===== src/rtl/store_buffer_align.sv =====
// Store formatter and small in-order write buffer between the MEM stage and the L1 D-cache.
// Formats sb/sh/sw into word address, lane-replicated data and byte strobe; drops misaligned stores.
module store_buffer_align #(
  parameter int          DATA_WIDTH = 32,
  parameter int          DEPTH      = 2,
  parameter logic [2:0]  SW         = 3'b010,
  parameter logic [2:0]  SH         = 3'b001,
  parameter logic [2:0]  SB         = 3'b000
) (
  input  logic                         clk,
  input  logic                         rst_n,
  input  logic                         st_valid,
  output logic                         st_ready,
  input  logic [2:0]                   s_type,
  input  logic [DATA_WIDTH-1:0]        st_address,
  input  logic [DATA_WIDTH-1:0]        st_data,
  output logic                         misalign,
  output logic                         mem_req,
  input  logic                         mem_ack,
  output logic [DATA_WIDTH-1:0]        mem_addr,
  output logic [DATA_WIDTH-1:0]        mem_wdata,
  output logic [3:0]                   mem_wstrb,
  output logic                         empty,
  output logic [$clog2(DEPTH+1)-1:0]   count
);

  localparam int PW = $clog2(DEPTH);
  localparam int CW = $clog2(DEPTH+1);

  logic [DATA_WIDTH-1:0] r_addr [DEPTH];
  logic [DATA_WIDTH-1:0] r_data [DEPTH];
  logic [3:0]            r_strb [DEPTH];
  logic [PW-1:0]         r_wr_ptr;
  logic [PW-1:0]         r_rd_ptr;
  logic [CW-1:0]         r_count;
  logic                  r_misalign;

  logic [1:0]            w_off;
  logic                  w_legal;
  logic [DATA_WIDTH-1:0] w_wdata;
  logic [3:0]            w_wstrb;
  logic                  w_accept;
  logic                  w_push;
  logic                  w_pop;

  always_comb begin
    w_off   = st_address[1:0];
    w_wdata = st_data;
    w_wstrb = 4'b1111;
    w_legal = 1'b0;
    case (s_type)
      SB: begin
        w_wdata = {4{st_data[7:0]}};
        w_wstrb = 4'b0001 << w_off;
        w_legal = 1'b1;
      end
      SH: begin
        w_wdata = {2{st_data[15:0]}};
        w_wstrb = w_off[1] ? 4'b1100 : 4'b0011;
        w_legal = !w_off[0];
      end
      SW: begin
        w_legal = (w_off == 2'b00);
      end
      default: w_legal = 1'b0;
    endcase
  end

  // st_ready depends on count only, so a full buffer never pushes even when popping.
  assign st_ready = (r_count != CW'(DEPTH));
  assign empty    = (r_count == '0);
  assign w_accept = st_valid && st_ready;
  assign w_push   = w_accept && w_legal;
  assign w_pop    = !empty && mem_ack;

  always_ff @(posedge clk or negedge rst_n) begin
    if (!rst_n) begin
      for (int i = 0; i < DEPTH; i++) begin
        r_addr[i] <= '0;
        r_data[i] <= '0;
        r_strb[i] <= '0;
      end
      r_wr_ptr   <= '0;
      r_rd_ptr   <= '0;
      r_count    <= '0;
      r_misalign <= 1'b0;
    end else begin
      r_misalign <= w_accept && !w_legal;
      if (w_push) begin
        r_addr[r_wr_ptr] <= {st_address[DATA_WIDTH-1:2], 2'b00};
        r_data[r_wr_ptr] <= w_wdata;
        r_strb[r_wr_ptr] <= w_wstrb;
        r_wr_ptr         <= r_wr_ptr + PW'(1);
      end
      if (w_pop) begin
        r_rd_ptr <= r_rd_ptr + PW'(1);
      end
      case ({w_push, w_pop})
        2'b10:   r_count <= r_count + CW'(1);
        2'b01:   r_count <= r_count - CW'(1);
        default: r_count <= r_count;
      endcase
    end
  end

  assign misalign  = r_misalign;
  assign mem_req   = !empty;
  assign count     = r_count;
  assign mem_addr  = empty ? '0 : r_addr[r_rd_ptr];
  assign mem_wdata = empty ? '0 : r_data[r_rd_ptr];
  assign mem_wstrb = empty ? '0 : r_strb[r_rd_ptr];

endmodule


===== config.mk =====
export PLATFORM = sky130hd
export DESIGN_NAME = store_buffer_align
export DESIGN_NICKNAME = d
export VERILOG_FILES = /design/src/rtl/store_buffer_align.sv
export SDC_FILE = /design/constraint.sdc
export NUM_CORES = 1
export LEC_CHECK = 0
export ABC_CLOCK_PERIOD_IN_PS = 1600
export BUFFER_PORTS_ARGS = -buffer_cell sky130_fd_sc_hd__clkbuf_2
export CORE_MARGIN = 2
export CORE_UTILIZATION = 49
export DETAILED_ROUTE_END_ITERATION = 8
export PLACE_DENSITY = 0.76
export SLEW_MARGIN = 20
export SYNTH_ARGS = -nofsm -noshare
export SYNTH_HDL_FRONTEND = slang
export SYNTH_SLANG_ARGS = --single-unit

===== constraint.sdc =====
create_clock -name clk -period 1.6 [get_ports clk]
set_input_delay 0.24 -clock clk [delete_from_list [all_inputs] [get_ports clk]]
set_output_delay 0.24 -clock clk [all_outputs]
set_load 0.05 [all_outputs]

==> flow_summary.ini <==
[routing]
drtPass1Iterations = 5
num_vias = 5443
drc_errors = 0
wire_per_inst_um = 27.9
drt-total-wl_um = 25700
drtIter0Drc = 512
drtAntennaViolNets = 0
vias_per_cell = 5.90

[grt]
grt_pass1_wl_um = 33300
track_usage_pct = 30.7
antenna_found_initial = 0
grt_pass1_vias = 5789
grt_max_degree = 48
overflow = 0

[min_path]
hold-path-cell-count = 2
min_from = st_address[20]
hold_path.class = in -> reg

[clock_tree]
cts.path.max_buffers = 2
clock_sinks = 137
cts_root_buf = clkbuf_16
htreeDepth = 4
cts.clk_slew.worst_paths_ps = 60
cts_tree = done
insertion_delay_ps = 440
cts_inserted_buffers = 17

[logic_synthesis]
synth_top_area_share_pct = 51.2
synth_edf_count = 0
synth_largest_area_cell = dfrtp_1
synth.most_common_cell = dfrtp_1
synth_cells = 505
ys_ff_latch = 137
synth.yosys.seq_area_share_pct = 51.2
yosys_warnings = 0
synthTopCellsByArea = dfrtp_1 (51%), mux2_2 (18%), mux2i_1 (11%), mux2_4 (9.0%), nor2_1 (4.4%)
syn_avg_cell_area_um2 = 13.2
yosysUniqueCellTypes = 26
synthFlopType = dfrtp_1
synth_common_cells = dfrtp_1 (137), mux2_2 (108), nor2_1 (78), mux2i_1 (74), mux2_4 (40)
synth_area_mm2 = 0.00669
async_reset_ff_share_pct = 100

[critical_path]
path_buf_inv = 2
slowest_stage = dfrtp_4
r2r_start = count[0]
cp-end-kind = output port
crit_path_end = mem_wdata[8]
crit_family = buffers and inverters
rr_endpoint = r_data[56]
ff2ff_path_depth = 10
path_depth = 4
rrSetupSlack_ps = -370
crit_type = reg -> out
cp.arrival_ps = 1880
worst_path_largest_cell_delay_ps = 490
crit_start = r_rd_ptr
critical_path_required_ps = 1360
path_cells = buf_4 > mux2i_1 > nor2_4 > clkbuf_4
path_max_fanout = 9
cp-start-kind = flip-flop

[placement]
place.gp.congestion = 0.804
port_buffers = 142
hpwl_um = 11300
place_area_mm2 = 0.00854

[timing]
max_slew_margin_pct = 66.0
fin_crit_sh_pct = 133
final.setup.tns_ps = -61190
hold_ws_ps = 58.6
tightest_slew_ps = 510
fin_skew_ps = 14.2
max_freq_mhz = 471
hold_viol_final = 0
slew_violations = 0
setup_viol = 202
fin_ws_ps = -524
grt_setup_unrepaired = true
layout_min_cycle_time_ps = 2120

[floorplanning]
die_h_um = 121
rows = 42
dieArea_mm2 = 0.0146
ios = 145
start_util_pct = 50.3
die_w_um = 121
core-area_mm2 = 0.0133

[final_layout]
antennaDiodeCount = 0
nFillCells = 542
drive_above_1_share_pct = 74.8
area_delta_synth_final_pct = 72.0
final_area_mm2 = 0.0115
fin_util_pct = 86.6
nNetsFinal = 805

[status]
violations = setup timing
status = finished, violations left

[run]
max_cap_viol_count = 0
-- routing by layer --
layer / global-route usage, % / vias to the layer above / share of wire, %
li1: - / 2239 / -
met1: 39.2 / 2801 / 39
met2: 50.7 / 317 / 51
met3: 7.08 / 86 / 6.7
met4: 12.2 / 0 / 3.8
met5: 0 / - / 0
-- stage by stage --
stage | instances | worst slack, ps
floorplan | 506 | -361
global placement | 833 | -141
detailed placement | 833 | -174
CTS | 906 | -452
global route | 922 | -541
finish | 922 | -524
-- worst min-delay path by stage --
stage                  to
4_1_cts        r_addr[10]
5_1_grt        r_addr[53]
3_5_place_dp     count[1]
2_1_floorplan    count[0]
6_report       r_addr[52]
3_3_place_gp     count[1]
-- layout by cell type (no fill, tap or decap), types with 2 or more instances in the layout --
cell type / n
xnor2_1: 2
nor2_1: 9
buf_4: 30
clkbuf_8: 16
clkbuf_16: 24
buf_16: 11
dfrtp_1: 134
clkbuf_2: 71
nor2_2: 2
buf_6: 31
mux2i_2: 30
buf_8: 44
o21ai_0: 5
clkbuf_4: 11
clkbuf_1: 2
mux2_2: 16
xor2_1: 2
nor2_4: 67
buf_12: 26
clkinv_2: 3
dfrtp_2: 2
or2_4: 2
mux2i_4: 28
clkinvlp_4: 2
mux2i_1: 16
conb_1: 2
a21oi_1: 9
inv_1: 3
mux2_4: 132
-- state kept, by name (all words and copies together) (netlist names) --
name      cells
r_data       64
count         2
r_strb        8
misalign      1
r_addr       60
r_wr_ptr      1
r_rd_ptr      1
-- timing repair --
item / CTS / global route
setup buffers: 24 / 20
hold buffers: 1 / 0
pin swaps: 3 / 6
endpoints found under the hold margin: 41 / 0
setup endpoints to repair: 138 / 203
gates cloned: 16 / 8
resized for setup: 228 / 205
-- final cells by class --
cell class / instances / area, um^2 / area share (%)
Clock buffer: 26 / 529 / 4.60
Clock inverter: 6 / 60.1 / 0.522
Inverter: 4 / 27.5 / 0.239
Multi-Input combinational cell: 331 / 4410 / 38.4
Sequential cell: 137 / 3430 / 29.8
Tap cell: 176 / 220 / 1.91
Timing Repair Buffer: 241 / 2810 / 24.4
Timing Repair inverter: 1 / 16.3 / 0.141
-- cells by family (layout without fill, tap and decap cells) --
group	count (synthesis)	after routing	synth area share [%]
other	1	2	0.0561
adder cells (fa/ha/maj)	1	1	0.187
AO/OA/AOI/OAI	15	15	1.27
buffers and inverters	38	278	3.20
AND/OR/NAND/NOR	86	86	5.16
flip-flops	137	137	51.2
XOR/XNOR	5	5	0.655
multiplexers	222	222	38.2
Power is not shown: default switching activity piles up to over one toggle a cycle in this logic, so the estimate is an artifact.
